$ cat config.mk
export PLATFORM = sky130hd
export DESIGN_NAME = nfa_stream_driver
export DESIGN_NICKNAME = d
export VERILOG_FILES = /design/src/rtl/nfa_pkg.sv /design/src/rtl/nfa_match_accum.sv /design/src/rtl/nfa_stream_driver.sv
export SDC_FILE = /design/constraint.sdc
export NUM_CORES = 1
export LEC_CHECK = 0
export ABC_AREA = 1
export BUFFER_PORTS_ARGS = -buffer_cell sky130_fd_sc_hd__buf_2
export CAP_MARGIN = 20
export CORE_UTILIZATION = 45
export CTS_BUF_LIST = sky130_fd_sc_hd__clkbuf_8
export DETAILED_ROUTE_END_ITERATION = 10
export GPL_ROUTABILITY_DRIVEN = 0
export PLACE_DENSITY = 0.68
export RECOVER_POWER = 25
export SLEW_MARGIN = 15
export SYNTH_ARGS = -nofsm -noshare
export SYNTH_HDL_FRONTEND = slang
export SYNTH_SLANG_ARGS = --single-unit
$ cat constraint.sdc
create_clock -name clk -period 4.08 [get_ports clk]
set_input_delay 0.408 -clock clk [delete_from_list [all_inputs] [get_ports clk]]
set_output_delay 0.408 -clock clk [all_outputs]
set_load 0.1 [all_outputs]
$ cat src/rtl/nfa_pkg.sv
// Shared definitions for the NFA stream driver: FSM encoding, parameter
// defaults and the all-ones "no match" marker.
package nfa_pkg;

  typedef enum logic [2:0] {
    ST_IDLE,
    ST_SOD,
    ST_STREAM,
    ST_DRAIN,
    ST_REPORT
  } state_e;

  localparam int unsigned NUM_ENG_DEF    = 8;
  localparam int unsigned ENG_LAT_DEF    = 2;
  localparam int unsigned CNT_W_DEF      = 16;
  localparam logic [7:0]  FLUSH_CHAR_DEF = 8'h00;

  // Wide enough for any counter width; users slice to CNT_W.
  localparam logic [63:0] NO_MATCH = '1;

endpackage

$ cat src/rtl/nfa_match_accum.sv
// Sticky OR of engine match bits over a packet, plus capture of the byte
// index that produced the first match.
module nfa_match_accum
  import nfa_pkg::*;
#(
  parameter int unsigned NUM_ENG = NUM_ENG_DEF,
  parameter int unsigned ENG_LAT = ENG_LAT_DEF,
  parameter int unsigned CNT_W   = CNT_W_DEF
) (
  input  logic               clk,
  input  logic               rst,
  input  logic               clr_i,
  input  logic               active_i,
  input  logic [NUM_ENG-1:0] match_i,
  input  logic [CNT_W-1:0]   issued_i,
  output logic [NUM_ENG-1:0] acc_o,
  output logic [CNT_W-1:0]   first_o
);

  logic [NUM_ENG-1:0] acc_q, acc_d;
  logic [CNT_W-1:0]   first_q, first_d;

  always_comb begin
    acc_d   = acc_q;
    first_d = first_q;
    if (clr_i) begin
      acc_d   = '0;
      first_d = NO_MATCH[CNT_W-1:0];
    end else if (active_i) begin
      acc_d = acc_q | match_i;
      // issued_i counts enabled chars before this cycle; the match seen now
      // belongs to the char ENG_LAT enabled cycles back.
      if ((acc_q == '0) && (match_i != '0)) begin
        first_d = issued_i - CNT_W'(ENG_LAT);
      end
    end
  end

  always_ff @(posedge clk or posedge rst) begin
    if (rst) begin
      acc_q   <= '0;
      first_q <= NO_MATCH[CNT_W-1:0];
    end else begin
      acc_q   <= acc_d;
      first_q <= first_d;
    end
  end

  assign acc_o   = acc_q;
  assign first_o = first_q;

endmodule

$ cat src/rtl/nfa_stream_driver.sv
// Feeds a packet byte stream to a bank of NFA engines in lock-step, drains
// the engine pipeline and reports per-packet match summary.
module nfa_stream_driver
  import nfa_pkg::*;
#(
  parameter int unsigned NUM_ENG    = NUM_ENG_DEF,
  parameter int unsigned ENG_LAT    = ENG_LAT_DEF,
  parameter int unsigned CNT_W      = CNT_W_DEF,
  parameter logic [7:0]  FLUSH_CHAR = FLUSH_CHAR_DEF
) (
  input  logic               clk,
  input  logic               rst,
  input  logic               in_valid,
  output logic               in_ready,
  input  logic [7:0]         in_data,
  input  logic               in_last,
  output logic [7:0]         eng_char,
  output logic               eng_sod,
  output logic               eng_en,
  input  logic [NUM_ENG-1:0] eng_match,
  output logic               res_valid,
  input  logic               res_ready,
  output logic [NUM_ENG-1:0] res_match,
  output logic [CNT_W-1:0]   res_len,
  output logic [CNT_W-1:0]   res_first
);

  localparam int unsigned DRW = (ENG_LAT > 1) ? $clog2(ENG_LAT) : 1;

  state_e           state_q, state_d;
  logic [7:0]       eng_char_q, eng_char_d;
  logic             eng_en_q, eng_en_d;
  logic             last_q, last_d;
  logic [CNT_W-1:0] len_q, len_d;
  logic [CNT_W-1:0] iss_q, iss_d;
  logic [DRW-1:0]   drain_q, drain_d;
  logic             hs;
  logic             active;

  function automatic logic [CNT_W-1:0] sat_inc(input logic [CNT_W-1:0] v);
    return (&v) ? v : v + CNT_W'(1);
  endfunction

  assign in_ready  = (state_q == ST_STREAM) && !last_q;
  assign hs        = in_valid && in_ready;
  assign active    = (state_q == ST_STREAM) || (state_q == ST_DRAIN);
  assign eng_sod   = (state_q == ST_SOD);
  assign eng_en    = eng_en_q;
  assign eng_char  = eng_char_q;
  assign res_valid = (state_q == ST_REPORT);
  assign res_len   = len_q;

  always_comb begin
    state_d    = state_q;
    eng_char_d = eng_char_q;
    eng_en_d   = 1'b0;
    last_d     = last_q;
    len_d      = len_q;
    iss_d      = iss_q;
    drain_d    = drain_q;

    if (active && eng_en_q) begin
      iss_d = sat_inc(iss_q);
    end

    case (state_q)
      ST_IDLE: begin
        if (in_valid) begin
          state_d    = ST_SOD;
          eng_en_d   = 1'b1;
          eng_char_d = FLUSH_CHAR;
        end
      end
      ST_SOD: begin
        state_d = ST_STREAM;
        len_d   = '0;
        iss_d   = '0;
        last_d  = 1'b0;
      end
      ST_STREAM: begin
        // The last byte is on the engine bus while last_q is set; flushing
        // starts on the following cycle.
        if (last_q) begin
          state_d    = ST_DRAIN;
          eng_en_d   = 1'b1;
          eng_char_d = FLUSH_CHAR;
          drain_d    = '0;
        end else if (hs) begin
          eng_en_d   = 1'b1;
          eng_char_d = in_data;
          len_d      = sat_inc(len_q);
          last_d     = in_last;
        end
      end
      ST_DRAIN: begin
        if (drain_q == DRW'(ENG_LAT - 1)) begin
          state_d = ST_REPORT;
        end else begin
          drain_d    = drain_q + DRW'(1);
          eng_en_d   = 1'b1;
          eng_char_d = FLUSH_CHAR;
        end
      end
      ST_REPORT: begin
        if (res_ready) begin
          if (in_valid) begin
            state_d    = ST_SOD;
            eng_en_d   = 1'b1;
            eng_char_d = FLUSH_CHAR;
          end else begin
            state_d = ST_IDLE;
          end
        end
      end
      default: state_d = ST_IDLE;
    endcase
  end

  always_ff @(posedge clk or posedge rst) begin
    if (rst) begin
      state_q    <= ST_IDLE;
      eng_char_q <= '0;
      eng_en_q   <= 1'b0;
      last_q     <= 1'b0;
      len_q      <= '0;
      iss_q      <= '0;
      drain_q    <= '0;
    end else begin
      state_q    <= state_d;
      eng_char_q <= eng_char_d;
      eng_en_q   <= eng_en_d;
      last_q     <= last_d;
      len_q      <= len_d;
      iss_q      <= iss_d;
      drain_q    <= drain_d;
    end
  end

  nfa_match_accum #(
    .NUM_ENG (NUM_ENG),
    .ENG_LAT (ENG_LAT),
    .CNT_W   (CNT_W)
  ) u_accum (
    .clk      (clk),
    .rst      (rst),
    .clr_i    (eng_sod),
    .active_i (active),
    .match_i  (eng_match),
    .issued_i (iss_q),
    .acc_o    (res_match),
    .first_o  (res_first)
  );

endmodule
==> results of run 1 <==
[how the worst max path moves through the flow]
stage / startpoint / to / slack [ps] / cells after the start
after floorplan: state_q[0]$_DFFE_PP0P_ / state_q[0]$_DFFE_PP0P_ / 1670 / 6
after global placement: state_q[2]$_DFFE_PP0P_ / in_ready / 1880 / 6
after detailed placement: state_q[2]$_DFFE_PP0P_ / in_ready / 1820 / 6
after CTS: state_q[2]$_DFFE_PP0P_ / in_ready / 1420 / 6
after global routing: rst / u_accum.first_o[6]$_DFFE_PP1P_ / 720 / 5
final: rst / u_accum.first_o[13]$_DFFE_PP1P_ / 1160 / 5
[area by class of cell]
class	instances	area, um2
clock inverters	6	132.6
flip-flops and latches	70	1772
well taps	108	135.1
clock buffers	10	137.6
multi-input cells	435	2072
repair buffers	76	389.1
inverters	68	255.2
fillers	851	3998
[metal layers]
metal	track usage (%)	up-vias	part of all wire (%)
met4	9.300	0	2.2
met5	0	-	0
met3	3.546	21	4.5
met1	28.69	1835	48
li1	-	2015	-
met2	32.60	99	45
[synthesized netlist by cell type (all sizes together) (2+ instances only)]
cell / instances
buf: 14
dfrtp: 54
nand4: 10
clkbuf: 3
ha: 4
nand3b: 3
inv: 68
xnor2: 2
o21bai: 5
nor3: 6
a21oi: 11
xor2: 8
dfstp: 16
nand2: 192
nand3: 63
o21ai: 45
nor2: 82
[repair_timing]
| item | 4_1_cts | 5_1_grt |
|---|---|---|
| resized for setup | 0 | 0 |
| hold endpoints to repair | 0 | 10 |
| setup endpoints to repair | 0 | 0 |
| hold buffers | 0 | 1 |
[state kept, by name, summed over array words and instances, names as in the netlist]
| name | flops |
|---|---|
| res_len | 16 |
| u_accum.first_o | 16 |
| state_q | 3 |
| eng_en | 1 |
| eng_char | 8 |
| last_q | 1 |
| iss_q | 16 |
| u_accum.acc_o | 8 |
| drain_q | 1 |
[metrics by stage]
step | cells | cell area, um2 | util (%) | hold slack (ps) | setup slack [ps]
CTS | 771 | 4880 | 54.88 | 293.1 | 1421
detailed placement | 755 | 4609 | 51.84 | 455.8 | 1822
global route | 773 | 4893 | 55.04 | 299.3 | 719.6
finish | 773 | 4893 | 55.04 | 301.4 | 1163
global placement | 755 | 4609 | 51.84 | 455.4 | 1883
floorplan | 590 | 4222 | - | 464.1 | 1674
[cell families (layout without fill, tap and decap cells)]
kind of cell,after synthesis,count (layout)
compound gates,65,65
xor+xnor,10,10
fa+ha+maj,4,4
buf+inv,85,160
flops,70,70
simple gates,356,356
[worst max-delay path, delay by kind of cell]
kind                   cells  cell delay, ps
buffers and inverters      5            2960
==> run summary, run 1 <==
Status: finished, violations left
Failing checks: capacitance limit, slew limit
Final setup viols: 0
Commonest non-fill, non-tap cell in the layout: nand2_1
Final hold viol count: 0
Dominant cell type by area after synthesis: dfrtp_1
Synth Register Bits: 70
Clock Path Buffers: 2
Worst EP required: 4540 ps
Worst Skew: 13.49 ps
Startpoint Class: input pin
Fin nets: 685
Slew HR: -33.88%
Mapped Cells: 590
Hold crit path type: in2reg
First-pass GRT wire length: 16.45 mm
Post-route ant nets: 0
Vias in the first global route: 3626
Worst Path Max Fanout: 38
Post-synth cell types: 35
CTS sink count: 70
Total GRT Usage: 20.93%
CP max stage cell: clkbuf_1
CP max stage delay: 1490 ps
H-tree levels: 3
HPWL after detailed placement: 7.170 mm
Worst Hold End: u_accum.acc_o[5]$_DFFE_PP0P_
Post-synth EDFFs: 0
Mean Syn Cell Area: 7.155 um2
Number of remaining DRC errors: 0
Highest-count cells in the layout ignoring fill and taps: 189 x nand2_1, 80 x nor2_1, 72 x buf_2
Post-CTS Setup Bufs: 0
Syn nets: 615
Post-Synth XOR/XNOR Area: 2.075%
Arr. time, crit path: 3380 ps
Slew Viols, Final: 39
Cell Area, Synth: 4222 um2
Synth Flop Type: dfrtp_1
Crit path kind: in2async
R2r endpoint: iss_q[9]$_DFFE_PP0P_
Sequential fraction of the synthesis area: 41.97%
Post-synthesis mux area share: 0%
Die Width: 98.86 um
Global route overflow: 0
Largest net degree at the start of global routing: 49
Antenna fix cells: 0
Max Freq: 342.8 MHz
Main combinational cell family by area after synthesis: simple AND/OR/NAND/NOR gates
Clock latency on the worst-skew pair: 350 ps
Core region area: 8891 um2
Flop2flop setup slack: 1890 ps
R2r worst-path depth: 8
Num CTS Buffers: 9
Compound-gate portion of the synthesized area: 9.632%
Worst-Margin Slew: 2008 ps
Final min period: 2917 ps
Crit path cell chain: dlygate4sd3_1 > buf_2 > inv_1 > clkbuf_1 > buf_4
Drt total wl: 9.527 mm
Ranking of synthesized cells by area: dfrtp_1 32%, nand2_1 17%, dfstp_2 10%, nand3_1 7.2%, nor2_1 7.1%
DR vias: 3970
Worst-path clk slew: 80 ps
DR WL/cell: 12.32 um
Vias per cell: 5.136
Initial antenna violation count: 0
Root buffer cell: clkbuf_8
Top-area cell type share of the netlist area: 32.01%
CTS tree: built
Area grow syn2layout: 15.92%
Setup TNS: 0 ps
Yosys warns: 0
IO Port Bufs: 72
Worst Hold Launch: eng_match[5]
Total die area: 9772 um2
Synth Area in Adders: 1.186%
Io pins: 73
Starting Density: 47.48%
Fraction of registers with async set/reset: 100.0%
First drt pass iteration count: 4
Worst setup EP type: asynchronous set/reset pin
Share of cells above drive strength 1: 20.00%
Die Ht: 98.86 um
R2r startpoint: state_q[2]$_DFFE_PP0P_
Cell Rows: 34
Hold depth: 3
Max cap viols: 1
RSZ-0062 raised after global routing: false
Iteration-0 DRC Markers: 123
Post-Synth Simple-Gate Area: 36.19%
Final period util: 71.50%
Power of run 1 is not shown: default switching activity piles up to over one toggle a cycle in this logic, so the estimate is an artifact.
==> run 2, diff against run 1 <==
- ABC_AREA: 1 -> 0
- PLACE_DENSITY: 0.68 -> 0.72
- clock period: 4.08 -> 2.5 ns (I/O delays scaled with it)
==> run 2 against run 1 <==
Largest cell class is now flip-flops and latches. Non-clock buffer count grew 3. Final cell count fell by 26%. The run now ends clean. Cell area decreased by 12%. Highest routed layer unchanged. Die area down 12%. Sequential cell count unchanged. Clock skew fell by 5.5 ps. Synthesized cell count is 33% lower. Global-route usage decreased by 0.67 points. Setup slack lost 950 ps. Utilization hardly changed. Via count is 22% lower.
==> run summary, run 2 <==
CP startpoint: state_q[0]$_DFFE_PP0P_
Largest net degree at the start of global routing: 27
Vias per cell: 5.424
Buf/Inv on CP: 2
Crit path kind: reg2out
DR vias: 3086
Core region area: 7807 um2
First drt pass iteration count: 4
Drt total wl: 8.082 mm
Post-route ant nets: 0
Arr. time, crit path: 2040 ps
Slew HR: 35.12%
Clock latency on the worst-skew pair: 340 ps
Num CTS Buffers: 9
Die Width: 92.52 um
Count leader, synth: nor2_1
Setup TNS: 0 ps
R2r worst-path depth: 5
Worst Hold Launch: in_data[2]
Ranking of synthesized cells by area: dfrtp_1 37%, dfstp_2 11%, xnor2_1 6.2%, nor2_1 6.1%, nand2_1 5.4%
Crit path cell chain: nand2b_1 > or2_2 > inv_1 > buf_12
R2r startpoint: state_q[1]$_DFFE_PP0P_
R2r endpoint: u_accum.first_o[9]$_DFFE_PP1P_
RSZ-0062 raised after global routing: false
Dominant cell type by area after synthesis: dfrtp_1
Post-synth cell types: 57
Max cap viols: 0
Top-area cell type share of the netlist area: 36.65%
Syn nets: 421
CTS sink count: 70
Synth Register Bits: 70
Synth Flop Type: dfrtp_1
Top cells by count, synth: 60 x nor2_1, 54 x dfrtp_1, 53 x nand2_1
CTS tree: built
DR WL/cell: 14.20 um
Final min period: 2291 ps
Root buffer cell: clkbuf_8
Hold crit path type: in2reg
IO Port Bufs: 72
Share of cells above drive strength 1: 27.62%
Cell Rows: 32
Final hold viol count: 0
Leak: 1.938 nW
Worst Hold End: eng_char[2]$_DFFE_PP0P_
Worst Path Max Fanout: 12
Worst-path clk slew: 70 ps
CP max stage cell: dfrtp_1
Final period util: 91.64%
Worst Skew: 7.964 ps
First-pass GRT wire length: 13.73 mm
Antenna fix cells: 0
Total GRT Usage: 20.26%
Clock Path Buffers: 2
Vias in the first global route: 2924
Flop2flop setup slack: 410 ps
Worst-Margin Slew: 969.7 ps
Post-synth EDFFs: 0
Starting Density: 47.23%
Startpoint Class: register
Final setup viols: 0
Hold depth: 3
Number of remaining DRC errors: 0
Max VDD drop: 0.9291 mV
Area grow syn2layout: 16.63%
HPWL after detailed placement: 5.783 mm
Slew Viols, Final: 0
Total die area: 8560 um2
Commonest non-fill, non-tap cell in the layout: buf_2
Worst EP required: 2250 ps
Crit-path leading delay family: simple AND/OR/NAND/NOR gates
Worst setup EP type: primary output
Fraction of registers with async set/reset: 100.0%
Mapped Cells: 396
Highest-count cells in the layout ignoring fill and taps: 70 x buf_2, 60 x nor2_1, 53 x nand2_1
Yosys warns: 0
H-tree levels: 3
Post-CTS Setup Bufs: 0
Sequential fraction of the synthesis area: 48.05%
Initial antenna violation count: 0
Io pins: 73
Fin nets: 487
Iteration-0 DRC Markers: 107
Die Ht: 92.52 um
Mean Syn Cell Area: 9.311 um2
Hold_ws: 143.5 ps
Global route overflow: 0
Cell Area, Synth: 3687 um2
Max Freq: 436.5 MHz
CP max stage delay: 600 ps
Status: completed
PwrDens: 1201 nW/um2
==> run 2: changes by cell type after synthesis, sizes merged, moves of 16 or more <==
| cell | delta |
|---|---|
| a21oi | +16 |
| inv | -59 |
| nand2 | -139 |
| nand3 | -57 |
| nor2 | -21 |
| o21ai | -30 |
| xnor2 | +24 |
==> run 2: cell type report <==
| type | count | area (um2) |
|---|---|---|
| Tap cell | 102 | 127.6 |
| Multi-Input combinational cell | 293 | 1755 |
| Clock buffer | 12 | 165.2 |
| Timing Repair Buffer | 79 | 427.9 |
| Fill cell | 741 | 3507 |
| Inverter | 9 | 33.78 |
| Sequential cell | 70 | 1774 |
| Clock inverter | 4 | 16.27 |
==> run 2: timing repair <==
action / CTS / global route
endpoints found under the setup margin: 1 / 1
resized for setup: 1 / 1
hold buffers: 1 / 0
pin swaps: 0 / 0
endpoints found under the hold margin: 21 / 0
cloned: 0 / 0
==> run 2: routing by layer <==
metal,global-route usage (%),share of wire [%],vias to the layer above
li1,-,-,1512
met1,26.56,44,1475
met2,32.41,49,88
met3,3.366,5.2,11
met4,10.03,1.5,0
met5,0,0,-
==> run 2: kinds of logic after synthesis <==
| kind of cell | Yosys count | share of synthesized area [%] |
|---|---|---|
| compound gates | 66 | 11.33 |
| xor+xnor | 28 | 6.651 |
| fa+ha+maj | 4 | 1.357 |
| buf+inv | 33 | 4.513 |
| flops | 70 | 48.05 |
| mux | 5 | 1.357 |
| simple gates | 190 | 26.74 |
==> run 2: metrics by stage <==
stage | cells | area [um2] | util [%] | power [mW] | worst slack [ps]
floorplan | 396 | 3690 | - | 3.850 | 35.40
global placement | 552 | 4105 | 52.58 | 4.285 | 455.3
detailed placement | 552 | 4105 | 52.58 | 4.342 | 326.0
CTS | 569 | 4299 | 55.06 | 5.188 | 62.96
global route | 569 | 4300 | 55.08 | 5.468 | 46.19
finish | 569 | 4300 | 55.08 | 5.163 | 209.1
==> run 2: worst max path at each step <==
| stage | endpoint | slack (ps) | cells after the start |
|---|---|---|---|
| 6_report | eng_sod | 210 | 4 |
| 5_1_grt | in_ready | 50 | 3 |
| 4_1_cts | in_ready | 60 | 3 |
| 3_5_place_dp | in_ready | 330 | 3 |
| 3_3_place_gp | in_ready | 460 | 3 |
| 2_1_floorplan | eng_char[0]$_DFFE_PP0P_ | 40 | 5 |
==> run 2: report_power, final <==
| part | internal [mW] | switching, mW | leakage, nW |
|---|---|---|---|
| clock network | 0.430 | 0.406 | 0.106 |
| registers | 1.36 | 0.289 | 0.870 |
| logic | 0.638 | 2.04 | 0.961 |
==> run 2: worst min-delay path, stage by stage <==
cell,delay (ps)
buf_2,100
nand2_1,40
o21ai_0,60
(Power assumes the default switching activity.)
==> run 3, diff against run 2 <==
- PLACE_DENSITY: 0.72 -> 0.69
- clock period: 2.5 -> 2.4 ns (I/O delays scaled with it)
==> run 3 against run 2 <==
Count of clock-buffer cells in the layout shrank 2. Critical path depth fell by 1. Via count is 1.8% lower. Die area did not move. Global-route usage decreased by 0.38 points. Register-to-register slack got worse by 80 ps. Utilization grew 0.16 points. Combinational power grew 4%. Cell area increased by 0.29%. Sequential power grew 4%. Highest routed layer unchanged.
==> run summary, run 3 (same netlist as run 2, synthesis figures left out) <==
Total die area: 8560 um2
Hold depth: 3
Cell Area, Placed: 4111 um2
Root buffer cell: clkbuf_8
CTS tree: built
Initial antenna violation count: 0
Num CTS Buffers: 9
Area of the multi-input gates: 1755 um2
DR WL/cell: 13.73 um
Number of remaining DRC errors: 0
Iteration-0 DRC Markers: 102
Share of total power in combinational logic: 51.1%
Slew HR: 22.56%
Final min period: 2267 ps
Antenna fix cells: 0
Leak: 1.932 nW
Post-route cell area: 4313 um2
CTS sink count: 70
Layout Utilization: 55.24%
Worst Hold End: eng_char[6]$_DFFE_PP0P_
IO Port Bufs: 72
DR vias: 3030
Share of cells above drive strength 1: 27.41%
Core region area: 7807 um2
Total GRT Usage: 19.88%
Clock Path Buffers: 2
Worst-Margin Slew: 1167 ps
Flop2flop setup slack: 330 ps
Cell internal pwr: 2.582 mW
Startpoint Class: register
Worst setup EP type: primary output
HPWL after detailed placement: 5.691 mm
Vias per cell: 5.325
Largest net degree at the start of global routing: 31
Placed cells: 552
RSZ-0062 raised after global routing: false
Worst Path Max Fanout: 15
First-pass GRT wire length: 13.52 mm
H-tree levels: 3
Slew Viols, Final: 0
Crit path kind: reg2out
Status: completed
FF+latch area: 1775 um2
Arr. time, crit path: 2030 ps
Final period util: 94.47%
Worst Skew: 11.30 ps
R2r endpoint: u_accum.first_o[4]$_DFFE_PP1P_
R2r worst-path depth: 5
Final setup viols: 0
Non-filler cells, final: 569
Fillers: 719
Setup TNS: 0 ps
Clock latency on the worst-skew pair: 340 ps
Die Ht: 92.52 um
Vias in the first global route: 2904
PwrDens: 1256 nW/um2
Final hold viol count: 0
Io pins: 73
Worst Hold Launch: in_data[6]
Drt total wl: 7.815 mm
Max cap viols: 0
Worst EP required: 2160 ps
Post-route ant nets: 0
First drt pass iteration count: 4
Switch Pwr: 2.834 mW
Global route overflow: 0
Sw frac: 52.32%
R2r startpoint: state_q[1]$_DFFE_PP0P_
Fin nets: 487
Clock Power Share: 17.0%
Highest-count cells in the layout ignoring fill and taps: 68 x buf_2, 60 x nor2_1, 53 x nand2_1
Die Width: 92.52 um
Commonest non-fill, non-tap cell in the layout: buf_2
Worst-path clk slew: 70 ps
Max VDD drop: 0.7623 mV
Cell Rows: 32
Reg power frac: 31.8%
Area grow syn2layout: 16.97%
Max Freq: 441.1 MHz
Starting Density: 47.23%
Hold crit path type: in2reg
Hold_ws: 132.4 ps
-- run 3: cell count changes in the layout (fill, tap and decap cells not counted), sizes merged --
| cell | before | now |
|---|---|---|
| buf | 76 | 74 |
| bufinv | 0 | 1 |
| clkinv | 1 | 2 |
-- run 3: power by group through the flow --
stage / Combinational, mW / Sequential [mW] / Clock [mW]
final: 2.77 / 1.72 / 0.923
after global routing: 2.97 / 1.77 / 1.00
after CTS: 2.79 / 1.72 / 0.951
after detailed placement: 2.78 / 1.74 / 0
after global placement: 2.76 / 1.73 / 0
after floorplan: 1.31 / 2.71 / 0
-- run 3: worst max-delay path by stage --
| stage | startpoint | to | slack [ps] | cells past startpoint |
|---|---|---|---|---|
| 3_3_place_gp | iss_q[0]$_DFFE_PP0P_ | iss_q[6]$_DFFE_PP0P_ | 380 | 6 |
| 6_report | state_q[1]$_DFFE_PP0P_ | in_ready | 130 | 3 |
| 4_1_cts | state_q[1]$_DFFE_PP0P_ | in_ready | 60 | 3 |
| 3_5_place_dp | state_q[1]$_DFFE_PP0P_ | u_accum.first_o[4]$_DFFE_PP1P_ | 350 | 5 |
| 5_1_grt | state_q[1]$_DFFE_PP0P_ | in_ready | 20 | 3 |
| 2_1_floorplan | res_len[5]$_DFFE_PP0P_ | res_len[2]$_DFFE_PP0P_ | -6 | 7 |
-- run 3: critical path, stage by stage (launching register included) --
cell	delay [ps]
dfrtp_1	620
nand2b_1	280
nor3_4	360
clkbuf_4	420
-- run 3: cell type report --
cell class | count | share of cell area [%]
repair buffers | 79 | 9.922
flip-flops and latches | 70 | 41.17
inverters | 9 | 0.7833
clock inverters | 6 | 1.276
multi-input cells | 293 | 40.70
well taps | 102 | 2.959
clock buffers | 10 | 3.191
-- run 3: layer usage --
layer | global-route usage (%) | wire length, um
met1 | 26.05 | 3749
met2 | 31.73 | 3698
met3 | 5.172 | 292
met4 | 7.161 | 74
met5 | 0 | 0
-- run 3: stage by stage --
step	total power [mW]	setup WS, ps
detailed placement	4.519	350.0
global placement	4.488	382.7
global route	5.743	19.19
floorplan	4.022	-5.790
CTS	5.457	62.32
finish	5.416	132.8
-- run 3: repair_timing --
action / 4_1_cts / 5_1_grt
gates resized for setup: 0 / 2
hold buffers: 1 / 0
setup buffers: 0 / 0
hold endpoints to repair: 14 / 0
setup endpoints to repair: 0 / 2
